--- src/rtl/rx_pack_fifo_pkg.sv ---
// Shared QSPI receive-path constants: word width, byte lanes per word and default FIFO depth.
package rx_pack_fifo_pkg;
    localparam int DATA_W    = 32;
    localparam int NUM_BYTES = 4;
    localparam int DEF_DEPTH = 16;
endpackage

--- src/rtl/rx_byte_packer.sv ---
// Packs received QSPI bytes little-endian into 32-bit words and raises a push
// on the 4th byte or on a flush of a partial word.
module rx_byte_packer
    import rx_pack_fifo_pkg::*;
(
    input  logic              clk,
    input  logic              resetn,
    input  logic              byte_valid_i,
    input  logic [7:0]        byte_i,
    input  logic              flush_i,
    input  logic              clr_i,
    output logic              push_o,
    output logic [DATA_W-1:0] push_data_o
);
    logic [1:0]        idx;
    logic [DATA_W-1:0] pack_q;

    // Lanes above idx are always zero, so a flushed partial word is zero-padded for free.
    always_comb begin
        push_data_o = pack_q;
        if (byte_valid_i)
            push_data_o[8*idx +: 8] = byte_i;
        push_o = !clr_i &&
                 ((byte_valid_i && idx == 2'(NUM_BYTES - 1)) ||
                  (flush_i && (byte_valid_i || idx != 2'd0)));
    end

    always_ff @(posedge clk or negedge resetn) begin
        if (!resetn) begin
            idx    <= 2'd0;
            pack_q <= '0;
        end else if (clr_i || push_o) begin
            idx    <= 2'd0;
            pack_q <= '0;
        end else if (byte_valid_i) begin
            idx    <= idx + 2'd1;
            pack_q <= push_data_o;
        end
    end
endmodule

--- src/rtl/rx_pack_fifo.sv ---
// QSPI receive FIFO: byte packer feeding a DEPTH x 32-bit word FIFO with
// registered pop data, level/threshold flags and a sticky overflow flag.
module rx_pack_fifo
    import rx_pack_fifo_pkg::*;
#(
    parameter  int DEPTH = DEF_DEPTH,
    localparam int AW    = $clog2(DEPTH)
) (
    input  logic              clk,
    input  logic              resetn,
    input  logic              byte_valid_i,
    input  logic [7:0]        byte_i,
    input  logic              flush_i,
    input  logic              clr_i,
    input  logic              rd_en_i,
    output logic [DATA_W-1:0] rd_data_o,
    output logic              rd_valid_o,
    input  logic [AW:0]       thresh_i,
    output logic              full_o,
    output logic              empty_o,
    output logic [AW:0]       level_o,
    output logic              thresh_o,
    output logic              ovf_o,
    input  logic              ovf_clr_i
);
    logic [DATA_W-1:0] mem [DEPTH];
    logic [AW-1:0]     wptr, rptr;
    logic [AW:0]       count;
    logic              push_req;
    logic [DATA_W-1:0] push_data;
    logic              push_ok, pop_ok, overflow;

    rx_byte_packer u_packer (
        .clk          (clk),
        .resetn       (resetn),
        .byte_valid_i (byte_valid_i),
        .byte_i       (byte_i),
        .flush_i      (flush_i),
        .clr_i        (clr_i),
        .push_o       (push_req),
        .push_data_o  (push_data)
    );

    assign full_o   = (count == (AW+1)'(DEPTH));
    assign empty_o  = (count == '0);
    assign level_o  = count;
    assign thresh_o = (thresh_i != '0) && (count >= thresh_i);

    // Full is judged on the start-of-cycle count; a same-cycle pop does not make room.
    assign push_ok  = push_req && !full_o;
    assign overflow = push_req &&  full_o;
    assign pop_ok   = rd_en_i && !empty_o && !clr_i;

    always_ff @(posedge clk) begin
        if (push_ok)
            mem[wptr] <= push_data;
    end

    always_ff @(posedge clk or negedge resetn) begin
        if (!resetn) begin
            wptr  <= '0;
            rptr  <= '0;
            count <= '0;
        end else if (clr_i) begin
            wptr  <= '0;
            rptr  <= '0;
            count <= '0;
        end else begin
            if (push_ok) wptr <= wptr + 1'b1;
            if (pop_ok)  rptr <= rptr + 1'b1;
            case ({push_ok, pop_ok})
                2'b10:   count <= count + 1'b1;
                2'b01:   count <= count - 1'b1;
                default: count <= count;
            endcase
        end
    end

    always_ff @(posedge clk or negedge resetn) begin
        if (!resetn) begin
            rd_data_o  <= '0;
            rd_valid_o <= 1'b0;
        end else begin
            rd_valid_o <= pop_ok;
            if (pop_ok)
                rd_data_o <= mem[rptr];
        end
    end

    always_ff @(posedge clk or negedge resetn) begin
        if (!resetn)
            ovf_o <= 1'b0;
        else if (overflow)
            ovf_o <= 1'b1;
        else if (ovf_clr_i)
            ovf_o <= 1'b0;
    end
endmodule

--- config.mk ---
export PLATFORM = sky130hd
export DESIGN_NAME = rx_pack_fifo
export DESIGN_NICKNAME = d
export VERILOG_FILES = /design/src/rtl/rx_pack_fifo_pkg.sv /design/src/rtl/rx_byte_packer.sv /design/src/rtl/rx_pack_fifo.sv
export SDC_FILE = /design/constraint.sdc
export NUM_CORES = 1
export LEC_CHECK = 0
export BUFFER_PORTS_ARGS = -buffer_cell sky130_fd_sc_hd__buf_4
export CAP_MARGIN = 15
export CORE_ASPECT_RATIO = 0.75
export CORE_MARGIN = 5
export CORE_UTILIZATION = 60
export DETAILED_ROUTE_END_ITERATION = 7
export GPL_ROUTABILITY_DRIVEN = 0
export GPL_TIMING_DRIVEN = 0
export PLACE_DENSITY_LB_ADDON = 0.25
export SETUP_SLACK_MARGIN = 0.4
export SYNTH_ARGS = -nofsm -noshare
export SYNTH_HDL_FRONTEND = slang
export SYNTH_HIERARCHICAL = 1
export SYNTH_SLANG_ARGS = --single-unit
--- constraint.sdc ---
create_clock -name clk -period 11.34 [get_ports clk]
set_clock_uncertainty 0.15 [all_clocks]
set_input_delay 2.835 -clock clk [delete_from_list [all_inputs] [get_ports clk]]
set_output_delay 2.835 -clock clk [all_outputs]
set_load 0.02 [all_outputs]
==> impl_metrics.json <==
{
  "hold_path.startpoint": "rd_data_o[13]",
  "setup_viol": 0,
  "worstHoldPathType": "flip-flop to flip-flop",
  "cts.reportedPaths.clkPinSlew_ps": 60,
  "worstSetupStartpoint": "thresh_i[0]",
  "place.detailed.hpwl_um": 34100,
  "ctsHtreeMaxLevel": 2,
  "critical_path.cell_chain": "buf_4, ha_1, nand2b_1, a21oi_1, nor2b_1, o21ai_0, a21oi_1, buf_4",
  "synth_xor_xnor_area_share": 0.00299,
  "synth-compound-area-share": 0.0385,
  "max_slew_margin": 0.219,
  "ir_worst_vdd_v": 0.000126,
  "layout_setup_ws_ps": 4350,
  "tritoncts": "yes",
  "buffer_ports.inserted": 60,
  "period_share": 0.617,
  "worstReg2RegStart": "u_packer/idx[0]",
  "global_route.overflow_total": 0,
  "crit_type": "input pin to primary output",
  "clock_insertion_delay_worst_skew_ps": 580,
  "ys_ff_latch": 593,
  "drtAntennaViolNets": 0,
  "power.share.combinational": 0.183,
  "cp_top_family": "compound AO/OA/AOI/OAI gates",
  "synth.net_count": 1201,
  "drt-wirelength-per-cell_um": 28.2,
  "clock_power_share": 0.342,
  "nets": 1344,
  "dominantRegCellSynth": "sky130_fd_sc_hd__edfxtp_1",
  "first_pass_iters": 5,
  "detail_route.drc_violations": 0,
  "die_w_um": 238,
  "crit_path_end_kind": "primary output",
  "floorplan.initialDensity": 0.609,
  "critPathBufInv": 2,
  "number_of_hold_violations_in_the_final_report": 0,
  "clkSinkCount": 593,
  "yosys-mux-area-fraction": 0.151,
  "cellPowerDensity_nw_per_um2": 195,
  "grt_start_max_net_pins": 62,
  "detail_route.wirelength_um": 52400,
  "critical_path.max_fanout": 2,
  "worstSetupStartpointType": "input pin",
  "whs_ps": 347,
  "via_count_of_the_first_global_routing_pass": 12208,
  "grt_first_pass_wirelength_um": 79000,
  "yosys.area.top_type_share": 0.656,
  "maxCapViolations": 0,
  "die_h_um": 181,
  "power.net_switching_w": 0.00135,
  "yosys_warnings": 6,
  "sequential_group_share_of_total_power": 0.475,
  "synth.top_cells.by_area": "sky130_fd_sc_hd__edfxtp_1 66%, sky130_fd_sc_hd__mux4_2 12%, sky130_fd_sc_hd__dfrtp_1 8.6%, sky130_fd_sc_hd__mux2i_1 2.8%, sky130_fd_sc_hd__o221ai_2 1.9%",
  "core_area_um2": 38500,
  "least_margin_pin_slew_ps": 1170,
  "yosys.area_share.simple": 0.0333,
  "ioPinCount": 62,
  "clock_tree.buffer_depth": 3,
  "final_layout_size_suffix_gt1_frac": 0.293,
  "totalNegativeSetupSlack_ps": 0,
  "p_int_w": 0.00389,
  "rsz_0062_raised_after_global_routing": "false",
  "timing.final.crit_period_ps": 6990,
  "cts-resized-gates": 0,
  "synth_adder_area_share": 0.0105,
  "synth_async_sr_flop_share": 0.137,
  "synth-seq-area-share": 0.742,
  "grt_antenna_before_repair": 1,
  "timing_max_transition_violations_final": 0,
  "most_common_cell_after_layout_fill_and_taps_aside": "sky130_fd_sc_hd__edfxtp_1",
  "post-layout-total-power_w": 0.00524,
  "ctsHoldBuffers": 0,
  "critPathSlowestCell": "sky130_fd_sc_hd__ha_1",
  "route.detailed.vias_per_inst": 6.38,
  "synth-edff-count": 512,
  "globalRouteTotalUtil": 0.248,
  "area_delta_synth_final_pct": 14.7,
  "dpl_worst_slack_ps": 4360,
  "synth_largest_area_cell": "sky130_fd_sc_hd__edfxtp_1",
  "postSynthAreaPerCell_um2": 20.2,
  "synth.distinct_cells": 56,
  "post_cts_buffers": 0,
  "combinational_family_with_the_most_area_after_synthesis": "multiplexers",
  "critPathRequiredTime_ps": 8360,
  "num_rows": 62,
  "die_area_um2": 43200,
  "maxClockFrequency_ghz": 0.143,
  "worst-endpoint-arrival_ps": 4010,
  "status": "completed",
  "synth_area_um2": 23400,
  "cts_root_buffer": "sky130_fd_sc_hd__clkbuf_16",
  "max_stage_delay_ps": 270,
  "layout.filler_cells": 2352,
  "vias": 11895,
  "post_synthesis_instance_total": 1162,
  "drtIter0Drc": 1195,
  "switching_fraction": 0.258,
  "power_leakage_nw": 9.33,
  "finish.utilization": 0.699,
  "cts_made_buffers": 53,
  "layout.cells.most_common_list": "512 x sky130_fd_sc_hd__edfxtp_1, 128 x sky130_fd_sc_hd__mux4_2, 81 x sky130_fd_sc_hd__dfrtp_1, 67 x sky130_fd_sc_hd__nand2_1"
}
==> stage by stage <==
stage                     cell area (um2)  cells
after floorplan                     23400   1162
after global placement              24500   1734
after detailed placement            25100   1762
after CTS                           26900   1862
after global routing                26900   1863
final                               26900   1863
==> cell usage after synthesis (all sizes together) (3+ instances only) <==
| library cell | instances |
|---|---|
| a21oi | 15 |
| nand4 | 10 |
| ha | 18 |
| mux4 | 128 |
| buf | 41 |
| clkbuf | 25 |
| inv | 34 |
| nor2b | 11 |
| xor2 | 5 |
| xnor2 | 3 |
| o221ai | 32 |
| a32oi | 21 |
| edfxtp | 512 |
| nand2 | 68 |
| nor3 | 6 |
| nand2b | 5 |
| nor3b | 3 |
| dfrtp | 81 |
| o21ai | 4 |
| nor2 | 45 |
| mux2i | 65 |
| a22o | 3 |
==> power groups by stage <==
stage               Combinational [W]  Clock (W)  Sequential, W
detailed placement           0.000961          0        0.00254
floorplan                    0.000582          0        0.00259
global placement             0.000934          0        0.00254
CTS                          0.000967    0.00181        0.00249
finish                       0.000957    0.00179        0.00249
global route                  0.00103    0.00190        0.00250
==> logic make-up (layout without fill, tap and decap cells) <==
kind of cell / count (synthesis) / count (layout)
buf+inv: 100 / 288
fa+ha+maj: 19 / 19
mux: 193 / 193
other cells: 0 / 1
compound gates: 86 / 86
flops: 593 / 593
xor+xnor: 8 / 8
simple gates: 163 / 163
==> layer usage <==
| layer | wire (um) | GRT usage | up-vias |
|---|---|---|---|
| li1 | - | - | 4991 |
| met1 | 21500 | 0.369 | 6254 |
| met2 | 25300 | 0.387 | 553 |
| met3 | 4370 | 0.0483 | 97 |
| met4 | 1290 | 0.0649 | 0 |
| met5 | 0 | 0 | - |
==> final timing paths <==
check / end / slack (ps) / cells after the start
worst max-delay path: thresh_o / 4350 / 8
worst min-delay path: rd_data_o[13] / 350 / 2
worst max register to register: mem[2][7] / 7180 / 11
worst min register to register: rd_data_o[13] / 350 / 2
max in group asynchronous: u_packer/pack_q[14] / 8330 / 2
min in group asynchronous: level_o[0] / 2020 / 1
==> final cells by class <==
| type | instances | area [um2] | share of cell area |
|---|---|---|---|
| Buffer | 66 | 379 | 0.0141 |
| Multi-Input combinational cell | 469 | 5640 | 0.210 |
| Clock buffer | 83 | 1550 | 0.0577 |
| Clock inverter | 17 | 188 | 0.00698 |
| Inverter | 34 | 130 | 0.00484 |
| Antenna cell | 1 | 2.50 | 0.0000931 |
| Sequential cell | 593 | 17400 | 0.647 |
| Timing Repair Buffer | 88 | 943 | 0.0351 |
| Tap cell | 512 | 641 | 0.0238 |
==> sequential cells by signal, summed over array words and instances, names as in the netlist <==
name,cells
wptr,4
u_packer/idx,2
rptr,4
ovf_o,1
rd_data_o,32
mem,512
rd_valid_o,1
u_packer/pack_q,32
level_o,5
==> tightest hold or removal path, delay by kind of cell (launching register included) <==
family           cells  cell delay [ps]
AO/OA/AOI/OAI        1               50
AND/OR/NAND/NOR      1               60
flip-flops           1              350
Power figures use the tool's default switching activity.
